File: src/rtl/video_mode_switcher.sv
// video_mode_switcher
//   Debounces a raw mode code, decodes it against a parametrised code table and
//   applies the resulting mode only at a frame boundary. Every switch is
//   bracketed by a pipeline hold window so downstream timing never sees a torn
//   frame.
//
// Ports:
//   clock          in   video-domain clock
//   reset_n        in   asynchronous active-low reset
//   data_in        in   raw mode code
//   frame_end      in   one-cycle pulse at the end of the last active line
//   videoMode      out  timing record of the current mode
//                       {h_active, v_active, h_total, v_total}, 12 bits each
//   mode_index     out  current mode index
//   switch_pending out  an accepted switch is waiting for a frame boundary
//   pipeline_hold  out  timing generator must freeze and blank output
//   mode_changed   out  one-cycle pulse on the cycle videoMode updates
//   invalid_code   out  the stable code matches no table entry

module video_mode_switcher #(
    parameter int unsigned DATA_WIDTH    = 8,
    parameter int unsigned NUM_MODES     = 3,
    // Entry i at [i*DATA_WIDTH +: DATA_WIDTH]: 0 = 1080p (8'h10), 1 = 720p (8'h04),
    // 2 = VGA (8'h01)
    parameter logic [NUM_MODES*DATA_WIDTH-1:0] MODE_CODES = {8'h01, 8'h04, 8'h10},
    // Timing record of entry i at [i*48 +: 48]
    parameter logic [NUM_MODES*48-1:0] MODE_TIMINGS = {
        12'd640,  12'd480,  12'd800,  12'd525,
        12'd1280, 12'd720,  12'd1650, 12'd750,
        12'd1920, 12'd1080, 12'd2200, 12'd1125
    },
    parameter int unsigned DEFAULT_MODE  = 0,
    parameter int unsigned STABLE_CYCLES = 4,
    parameter int unsigned HOLD_CYCLES   = 2,
    parameter int unsigned FRAME_TIMEOUT = 2**20
) (
    input  logic                                                 clock,
    input  logic                                                 reset_n,
    input  logic [DATA_WIDTH-1:0]                                data_in,
    input  logic                                                 frame_end,
    output logic [47:0]                                          videoMode,
    output logic [((NUM_MODES > 1) ? $clog2(NUM_MODES) : 1)-1:0] mode_index,
    output logic                                                 switch_pending,
    output logic                                                 pipeline_hold,
    output logic                                                 mode_changed,
    output logic                                                 invalid_code
);

    localparam int unsigned IDX_W  = (NUM_MODES > 1) ? $clog2(NUM_MODES) : 1;
    localparam int unsigned CNT_W  = $clog2(STABLE_CYCLES + 1);
    localparam int unsigned HOLD_W = (HOLD_CYCLES > 1) ? $clog2(HOLD_CYCLES) : 1;
    localparam int unsigned TO_W   = $clog2(FRAME_TIMEOUT + 1);
    localparam int unsigned VM_W   = 48;

    localparam logic [IDX_W-1:0] DEFAULT_IDX  = IDX_W'(DEFAULT_MODE);
    localparam logic [VM_W-1:0]  DEFAULT_VM   = MODE_TIMINGS[DEFAULT_MODE*VM_W +: VM_W];
    localparam logic [HOLD_W-1:0] HOLD_LAST   = HOLD_W'(HOLD_CYCLES - 1);
    localparam logic [TO_W-1:0]  TIMEOUT_LAST = TO_W'(FRAME_TIMEOUT - 1);

    typedef enum logic [2:0] {
        StRun,
        StWaitFrame,
        StHoldPre,
        StApply,
        StHoldPost
    } state_e;

    state_e                state_q, state_d;
    logic [DATA_WIDTH-1:0] data_in_reg_q, data_in_reg_d;
    logic [CNT_W-1:0]      stable_cnt_q, stable_cnt_d;
    logic [IDX_W-1:0]      pend_idx_q, pend_idx_d;
    logic [IDX_W-1:0]      mode_index_q, mode_index_d;
    logic [VM_W-1:0]       video_mode_q, video_mode_d;
    logic [TO_W-1:0]       timeout_cnt_q, timeout_cnt_d;
    logic [HOLD_W-1:0]     hold_cnt_q, hold_cnt_d;
    logic                  switch_pending_q, switch_pending_d;
    logic                  pipeline_hold_q, pipeline_hold_d;
    logic                  mode_changed_q, mode_changed_d;
    logic                  invalid_code_q, invalid_code_d;

    logic                  stable;
    logic                  match;
    logic [IDX_W-1:0]      cand;

    function automatic logic [VM_W-1:0] timing_of(input logic [IDX_W-1:0] idx);
        return MODE_TIMINGS[int'(idx)*VM_W +: VM_W];
    endfunction

    assign stable = (stable_cnt_q == CNT_W'(STABLE_CYCLES));

    // Scan from the top so the lowest matching index is the one left standing.
    always_comb begin
        match = 1'b0;
        cand  = '0;
        for (int i = NUM_MODES - 1; i >= 0; i--) begin
            if (data_in_reg_q == MODE_CODES[i*DATA_WIDTH +: DATA_WIDTH]) begin
                match = 1'b1;
                cand  = IDX_W'(i);
            end
        end
    end

    always_comb begin
        data_in_reg_d    = data_in;
        stable_cnt_d     = stable_cnt_q;
        state_d          = state_q;
        pend_idx_d       = pend_idx_q;
        mode_index_d     = mode_index_q;
        video_mode_d     = video_mode_q;
        timeout_cnt_d    = timeout_cnt_q;
        hold_cnt_d       = hold_cnt_q;
        switch_pending_d = switch_pending_q;
        pipeline_hold_d  = pipeline_hold_q;
        mode_changed_d   = 1'b0;
        invalid_code_d   = invalid_code_q;

        if (data_in != data_in_reg_q) begin
            stable_cnt_d = '0;
        end else if (!stable) begin
            stable_cnt_d = stable_cnt_q + CNT_W'(1);
        end

        if (stable) begin
            invalid_code_d = !match;
        end

        case (state_q)
            StRun: begin
                if (stable && match && (cand != mode_index_q)) begin
                    pend_idx_d       = cand;
                    switch_pending_d = 1'b1;
                    timeout_cnt_d    = '0;
                    state_d          = StWaitFrame;
                end
            end
            StWaitFrame: begin
                timeout_cnt_d = timeout_cnt_q + TO_W'(1);
                if (stable && match && (cand == mode_index_q)) begin
                    // Code reverted to the running mode: cancel, frame_end is moot.
                    switch_pending_d = 1'b0;
                    state_d          = StRun;
                end else begin
                    if (stable && match) begin
                        pend_idx_d = cand;
                    end
                    if (frame_end || (timeout_cnt_q == TIMEOUT_LAST)) begin
                        pipeline_hold_d = 1'b1;
                        hold_cnt_d      = '0;
                        state_d         = StHoldPre;
                    end
                end
            end
            StHoldPre: begin
                if (hold_cnt_q == HOLD_LAST) begin
                    // Outputs are registered, so the update lands in the APPLY cycle.
                    mode_index_d     = pend_idx_q;
                    video_mode_d     = timing_of(pend_idx_q);
                    mode_changed_d   = 1'b1;
                    switch_pending_d = 1'b0;
                    state_d          = StApply;
                end else begin
                    hold_cnt_d = hold_cnt_q + HOLD_W'(1);
                end
            end
            StApply: begin
                hold_cnt_d = '0;
                state_d    = StHoldPost;
            end
            StHoldPost: begin
                if (hold_cnt_q == HOLD_LAST) begin
                    pipeline_hold_d = 1'b0;
                    state_d         = StRun;
                end else begin
                    hold_cnt_d = hold_cnt_q + HOLD_W'(1);
                end
            end
            default: state_d = StRun;
        endcase
    end

    always_ff @(posedge clock or negedge reset_n) begin
        if (!reset_n) begin
            state_q          <= StRun;
            data_in_reg_q    <= '0;
            stable_cnt_q     <= '0;
            pend_idx_q       <= DEFAULT_IDX;
            mode_index_q     <= DEFAULT_IDX;
            video_mode_q     <= DEFAULT_VM;
            timeout_cnt_q    <= '0;
            hold_cnt_q       <= '0;
            switch_pending_q <= 1'b0;
            pipeline_hold_q  <= 1'b0;
            mode_changed_q   <= 1'b0;
            invalid_code_q   <= 1'b0;
        end else begin
            state_q          <= state_d;
            data_in_reg_q    <= data_in_reg_d;
            stable_cnt_q     <= stable_cnt_d;
            pend_idx_q       <= pend_idx_d;
            mode_index_q     <= mode_index_d;
            video_mode_q     <= video_mode_d;
            timeout_cnt_q    <= timeout_cnt_d;
            hold_cnt_q       <= hold_cnt_d;
            switch_pending_q <= switch_pending_d;
            pipeline_hold_q  <= pipeline_hold_d;
            mode_changed_q   <= mode_changed_d;
            invalid_code_q   <= invalid_code_d;
        end
    end

    assign videoMode      = video_mode_q;
    assign mode_index     = mode_index_q;
    assign switch_pending = switch_pending_q;
    assign pipeline_hold  = pipeline_hold_q;
    assign mode_changed   = mode_changed_q;
    assign invalid_code   = invalid_code_q;

endmodule

File: config.mk
export PLATFORM = sky130hd
export DESIGN_NAME = video_mode_switcher
export DESIGN_NICKNAME = d
export VERILOG_FILES = /design/src/rtl/video_mode_switcher.sv
export SDC_FILE = /design/constraint.sdc
export NUM_CORES = 1
export LEC_CHECK = 0
export ABC_AREA = 1
export ABC_CLOCK_PERIOD_IN_PS = 2800
export CORE_MARGIN = 3
export CORE_UTILIZATION = 40
export CTS_CLUSTER_DIAMETER = 40
export DETAILED_ROUTE_END_ITERATION = 7
export PLACE_DENSITY_LB_ADDON = 0.1
export SYNTH_ARGS = -nofsm -noshare
export SYNTH_HDL_FRONTEND = slang
export SYNTH_SLANG_ARGS = --single-unit
File: constraint.sdc
create_clock -name clock -period 2.8 [get_ports clock]
set_input_delay 0.56 -clock clock [delete_from_list [all_inputs] [get_ports clock]]
set_output_delay 0.56 -clock clock [all_outputs]
set_load 0.005 [all_outputs]
Word-level counts from Yosys, hierarchy flattened
Cells that the tools add are included.
- bits in latches: 0
- memories kept: 0
- input port bits: 11
- bits in registers: 92
- output and inout port bits: 54
- RAM bits: 0
- logic and storage cells: 89
- ROM bits: 0
- divide/modulo/power cells: 0
- $lt $le $gt $ge: 0
- shift-type cells: 1
- $add $sub $neg: 3
- bitwise logic cells: 0
- muxes and demuxes: 33
- equal/unequal tests: 21
- $mul: 1
- reduce and logical (&&, ||, !) cells: 18
- operator list (cell ; count):
    $shiftx A144 B9 Y48 const A ; 1
    $pmux W21 S2 ; 1
    $add A21 B1 Y21 const B ; 1
    $eq A21 B20 Y1 const B ; 1
    $mux W21 ; 1
    $mux W3 ; 7
    $reduce_and A4 Y1 ; 4
    $pmux W3 S5 ; 1
    $ne A2 B2 Y1 const B ; 7
    $mux W1 ; 13
    $mux W2 ; 6
    $eq A8 B1 Y1 const B ; 1
    $eq A8 B3 Y1 const B ; 1
    $eq A8 B5 Y1 const B ; 1
    $ne A8 B8 Y1 ; 1
    $eq A3 B2 Y1 const B ; 2
    $eq A3 B3 Y1 const B ; 2
    $pmux W1 S3 ; 2
    $reduce_bool A3 Y1 ; 2
    $mul A2 B2 Y4 const B ; 1
    $pmux W2 S2 ; 1
    $reduce_and A2 Y1 ; 2
    $reduce_bool A2 Y1 ; 2
    $add A3 B1 Y3 const B ; 1
    13 further kinds ; 15

Longest topological paths before layout
Gate-level depths: netlist of the first run.
- word-level depth: 8
- mapped depth: 12
- gate-level depth less buffers: 12

Worst setup path after synthesis of the first run
OpenSTA, ideal clock, no wires.
- path type: register to register
- start point: register timeout_cnt_q[0]
- end point: register pipeline_hold_q, in the netlist pipeline_hold
- arrival: 1.443 ns
- stages on the path, launching flop included: 11
- required time: 2.680 ns
- setup slack: 1.237 ns
- path buffers: 0
- path through: dfrtp_1 ha_1 nand2_1 nor2_1 nand2_2 nor2_1 a21oi_1 inv_1 a21oi_1 o21ai_1 nand2_1
- cells in the longest elaborated chain, start to end: 4
- ends and longest elaborated chain (item ; RTL line ; RTL):
    start: declaration ; 74 ; logic [TO_W-1:0] timeout_cnt_q, timeout_cnt_d;
    start signal: assignment ; 202 ; timeout_cnt_q <= timeout_cnt_d;
    $eq A21 B20 Y1 ; 146 ; if (frame_end || (timeout_cnt_q == TIMEOUT_LAST)) begin
    $logic_or A1 B1 Y1 ; 146 ;
    $ne A2 B2 Y1 (no source line) ; - ;
    $reduce_and A4 Y1 (no source line) ; - ;
    end signal: assignment ; 205 ; pipeline_hold_q <= pipeline_hold_d;
    end: declaration ; 77 ; logic pipeline_hold_q, pipeline_hold_d;
No other way between the ends.
A chain may end at the register's enable or synchronous reset.

==> metrics.cfg, run 1 <==
[layout]
layoutNonFillerInstCount = 506
nets = 424
layout_common_cells = nand2_1, dfrtp_1, clkdlybuf4s50_1
layout_commonest_cell = nand2_1
multi_input_area_um2 = 1350
area_growth_syn_to_layout_pct = 14.2
antennaDiodeCount = 0
drive_above_1_share = 0.125
nFillCells = 748
seqCellArea_um2 = 1280

[synthesis]
synth_cells = 378
yosys_register_bits = 51
synth_warnings = 0
synth_cell_types = 35
syn_area_per_cell_um2 = 8.15
async_flop_share = 1.00
synth_seq_area_share = 0.416
syn_area_um2 = 3080
synth_top_flop_cell = dfrtp_1
synth-edff-count = 0

[pwr]
cellLeakagePower_uw = 0.00157
intPower_uw = 993
p_per_area_nw_per_um2 = 362
netSwitchingFraction = 0.221
peakVddDrop_v = 0.000175
p_clk_frac = 0.366
switchingPower_uw = 281
power.total_uw = 1270
p_seq_frac = 0.587
comb_power_share = 0.047

[detailed_routing]
first_iter_violations = 137
routed_wl_um = 5580
vias = 2311
ant_nets = 0
drcViolationCount = 0
drt-wirelength-per-cell_um = 11.0
first_pass_iters = 4
viasPerCell = 4.57

[floorplan]
dieArea_um2 = 8790
rows = 31
die_h_um = 93.7
die_w_um = 93.7
io_pins = 65
coreArea_um2 = 7370
start_util = 0.418

[global_route]
grt_pass1_wl_um = 9590
grt_max_degree = 52
antenna_found_initial = 0
met3_usage = 0.0264
met1_usage = 0.192
overflow = 0
track_usage = 0.134
grt_pass1_vias = 2068
grt_busiest_layer = met2
use_met2 = 0.206

[timing]
fin_ws_ps = 842
max_freq_ghz = 0.511
setup_viol = 0
fin_crit_ps = 1960
hold_viol = 0
relSlewSlack = 0.562
fin_setup_tns_ps = 0
rsz0062_at_grt = false
skew_ps = 9.30
slew_viol_final = 0
period_share = 0.699
worst_pin_slew_ps = 657

[clocking]
cts.htree.levels = 2
cts_buffer_depth = 2
cts-root-buf = clkbuf_8
insertion_delay_ps = 300
ctsHoldBuffers = 0
cts_num_sinks = 51
cts_setup_buffers = 0
clk_pin_slew_worst_paths_ps = 100
postCtsResizedCells = 0
cts_tree = yes
cts_buffers = 5

[setup_path]
rrSetupSlack_ps = 1020
slowest_stage = dfstp_2
slowest_delay_ps = 580
startpoint_type = flop
critPathBufInv = 1
cp.arrival_ps = 1400
crit_type = flop to primary output
critPathRequiredTime_ps = 2240
crit_fanout = 7
cpLargestDelayFamily = flip-flops
worstPathCellList = clkdlybuf4s50_1
end_kind = primary output

[run]
cap_violations = 0

[placed_design]
io_buffers = 47
dpl.cell_count = 498
dp_hpwl_um = 4150
dp_worst_setup_slack_ps = 943
gp_congestion = 0.778

[hold_path]
hp-class = primary input to async pin

[status]
status = complete, no violations

[state kept, by name, indices dropped and copies added (netlist names), 2 cells and up]
signal and flops:
timeout_cnt_q 21, data_in_reg_q 8, videoMode 7, stable_cnt_q 3
state_q 3, mode_index 2, pend_idx_q 2
[synth_stat cells (7+ instances only)]
cell type	count	share of area
nand2_1	79	0.096
dfrtp_1	47	0.38
inv_1	42	0.051
buf_4	41	0.10
nor2_1	29	0.035
nand3_1	24	0.039
o21ai_0	23	0.037
a21oi_1	8	0.013
nand4_1	8	0.016
xnor2_1	8	0.023
ha_1	7	0.028
[area by class of cell]
type,count,share of cell area
flip-flops and latches,51,0.364
inverters,48,0.0512
multi-input cells,251,0.384
repair buffers,49,0.137
well taps,99,0.0352
clock buffers,8,0.0285
[through the flow]
stage	instance area [um2]	hold slack, ps	utilization
3_3_place_gp	3420	479	0.464
4_1_cts	3520	381	0.477
3_5_place_dp	3420	488	0.464
6_report	3520	347	0.477
2_1_floorplan	3140	264	-
5_1_grt	3520	405	0.477
[logic make-up (layout without fill, tap and decap cells)]
logic type,after synthesis,after routing,synth area share
AO/OA/AOI/OAI,50,50,0.106
XOR/XNOR,9,9,0.0256
adder cells (fa/ha/maj),7,7,0.0284
buffers and inverters,92,105,0.165
flip-flops,51,51,0.416
other,1,17,0.00122
AND/OR/NAND/NOR,168,168,0.258
[path summary, 6_finish.rpt]
| path | start | end | depth (start not counted) |
|---|---|---|---|
| max in group asynchronous | reset_n | data_in_reg_q[2] | 2 |
| worst max-delay path | videoMode[34] | videoMode[27] | 1 |
| min in group clock | videoMode[2] | videoMode[2] | 2 |
| worst min register to register | videoMode[2] | videoMode[2] | 2 |
| worst min-delay path | reset_n | timeout_cnt_q[15] | 2 |
| worst max register to register | timeout_cnt_q[0] | pipeline_hold | 10 |
[power groups by stage]
stage | Combinational [uW] | Sequential, uW | Clock [uW]
2_1_floorplan | 44.4 | 762 | 0
3_3_place_gp | 61.5 | 763 | 0
3_5_place_dp | 61.9 | 763 | 0
4_1_cts | 62.2 | 748 | 488
5_1_grt | 70.1 | 749 | 510
6_report | 60.3 | 748 | 466
[per-layer routing]
metal  vias up  wire (um)
met3         6        229
met4         0         65
met2        55       2450
li1       1203          -
met1      1047       2830
met5         -          0
Note: power is estimated with default switching activity, not from simulation.
==> run 2, diff against run 1 <==
--- a/config.mk
+++ b/config.mk
@@ -6,7 +6,7 @@
 export NUM_CORES = 1
 export LEC_CHECK = 0
 export ABC_AREA = 1
-export ABC_CLOCK_PERIOD_IN_PS = 2800
+export ABC_CLOCK_PERIOD_IN_PS = 1800
 export CORE_MARGIN = 3
 export CORE_UTILIZATION = 40
 export CTS_CLUSTER_DIAMETER = 40
==> constraint.sdc (replaced) <==
create_clock -name clock -period 1.8 [get_ports clock]
set_input_delay 0.36 -clock clock [delete_from_list [all_inputs] [get_ports clock]]
set_output_delay 0.36 -clock clock [all_outputs]
set_load 0.005 [all_outputs]
==> metrics.cfg, run 2 (synthesis gave the netlist of run 1 again) <==
[status]
status = complete, no violations

[clocking]
cts_tree = yes
ctsHoldBuffers = 0  ; unchanged
cts_buffers = 5  ; unchanged
cts-root-buf = clkbuf_8
cts_num_sinks = 51  ; unchanged
cts_buffer_depth = 2  ; unchanged
clk_pin_slew_worst_paths_ps = 90  ; about the same
insertion_delay_ps = 300  ; about the same
cts.htree.levels = 2  ; unchanged

[layout]
area_growth_syn_to_layout_pct = 19.2
layout_common_cells = nand2_1, dfrtp_1, inv_1
layoutNonFillerInstCount = 515  ; +1.8%
regMostFlops = timeout_cnt_q
nets = 433  ; +2.1%
largest_reg_flops = 21  ; unchanged
layout_commonest_cell = nand2_1
drive_above_1_share = 0.159  ; +0.0333
antennaDiodeCount = 0  ; unchanged

[floorplan]
dieArea_um2 = 8790  ; unchanged
start_util = 0.418  ; unchanged
die_w_um = 93.7  ; unchanged
die_h_um = 93.7  ; unchanged
coreArea_um2 = 7370  ; unchanged
io_pins = 65  ; unchanged
rows = 31  ; unchanged

[placed_design]
gp_congestion = 0.800  ; +2.8%
dp_hpwl_um = 4200  ; +1.2%
io_buffers = 47  ; unchanged
dpl.cell_count = 501  ; +0.60%

[setup_path]
critPathBufInv = 1  ; unchanged
slowest_delay_ps = 580  ; about the same
crit_fanout = 6  ; -1
cpLargestDelayFamily = flip-flops
rrSetupSlack_ps = 150  ; -870 ps
cp.arrival_ps = 1380  ; -20 ps
r2r_start = data_in_reg_q[5]
startpoint_type = flop
crit_type = flop to primary output
critPathRequiredTime_ps = 1440  ; -800 ps
slowest_stage = dfstp_2
end_kind = primary output
worstPathCellList = clkdlybuf4s50_1
r2r-end = timeout_cnt_q[4]
rr_worst_depth = 11  ; +1

[detailed_routing]
first_iter_violations = 101  ; -26%
routed_wl_um = 5610  ; +0.59%
drcViolationCount = 0  ; unchanged
drt-wirelength-per-cell_um = 10.9  ; -1.2%
first_pass_iters = 4  ; unchanged
vias = 2305  ; -0.26%
ant_nets = 0  ; unchanged
viasPerCell = 4.48  ; -2.0%

[timing]
fin_crit_ps = 1740
slew_viol_final = 0  ; unchanged
period_share = 0.966
rsz0062_at_grt = true
skew_ps = 3.66  ; -5.64 ps
setup_viol = 0  ; unchanged
max_freq_ghz = 0.575
fin_setup_tns_ps = 0  ; unchanged
hold_viol = 0  ; unchanged

[global_route]
grt_pass1_wl_um = 9690  ; +1.1%
grt_max_degree = 52  ; unchanged
overflow = 0  ; unchanged
grt_pass1_vias = 2125  ; +2.8%
antenna_found_initial = 0  ; unchanged
track_usage = 0.135  ; +0.000464

[hold_path]
hp-class = primary input to async pin

[run]
cap_violations = 0  ; unchanged

[pwr]
peakVddDrop_v = 0.000444  ; +150%
cellLeakagePower_uw = 0.00180  ; +15%
p_per_area_nw_per_um2 = 567  ; +57%

run 2: report_power, final:
part	leakage, uW	total [uW]	internal (uW)	switching, uW
Clock	0.0000612	820	450	370
Sequential	0.000673	1160	1150	9.25
Combinational	0.00107	97.0	41.9	55.1
Total	0.00180	2080	1650	435
run 2: per-layer routing:
metal / GRT usage / vias up / share of wire
met2: 0.205 / 46 / 0.44
met1: 0.195 / 1033 / 0.51
li1: - / 1221 / -
met3: 0.0313 / 5 / 0.037
met4: 0.0289 / 0 / 0.0094
met5: 0 / - / 0
run 2: repair_timing:
| action | in CTS | in global routing |
|---|---|---|
| endpoints found under the hold margin | 0 | 0 |
| endpoints found under the setup margin | 0 | 28 |
| gates resized for setup | 0 | 20 |
| setup buffers | 0 | 6 |
run 2: through the flow:
stage | power, uW | worst slack [ps] | util | hold slack, ps | instance area, um2
floorplan | 1250 | 237 | - | 64.4 | 3140
global placement | 1290 | 95.4 | 0.468 | 371 | 3450
detailed placement | 1290 | 26.8 | 0.468 | 373 | 3450
CTS | 2130 | 1.28 | 0.484 | 35.4 | 3570
global route | 2190 | -33.3 | 0.498 | 39.2 | 3670
finish | 2080 | 60.9 | 0.498 | 26.4 | 3670
run 2: final cells by class:
| cell class | count | area (um2) |
|---|---|---|
| sequential | 51 | 1280 |
| multi-input combinational | 251 | 1390 |
| clock buffer | 6 | 82.6 |
| fill | 723 | 3700 |
| tap | 99 | 124 |
| clock inverter | 2 | 35.0 |
| inverter | 48 | 180 |
| timing repair buffer | 58 | 581 |
run 2: how the worst max path moves through the flow:
stage | depth (start not counted) | startpoint | endpoint
after global placement | 10 | timeout_cnt_q[0] | pipeline_hold
after CTS | 10 | timeout_cnt_q[0] | pipeline_hold
final | 1 | videoMode[34] | videoMode[34]
after detailed placement | 10 | timeout_cnt_q[0] | hold_cnt_q
after global routing | 11 | data_in_reg_q[3] | timeout_cnt_q[4]
after floorplan | 10 | timeout_cnt_q[0] | pipeline_hold
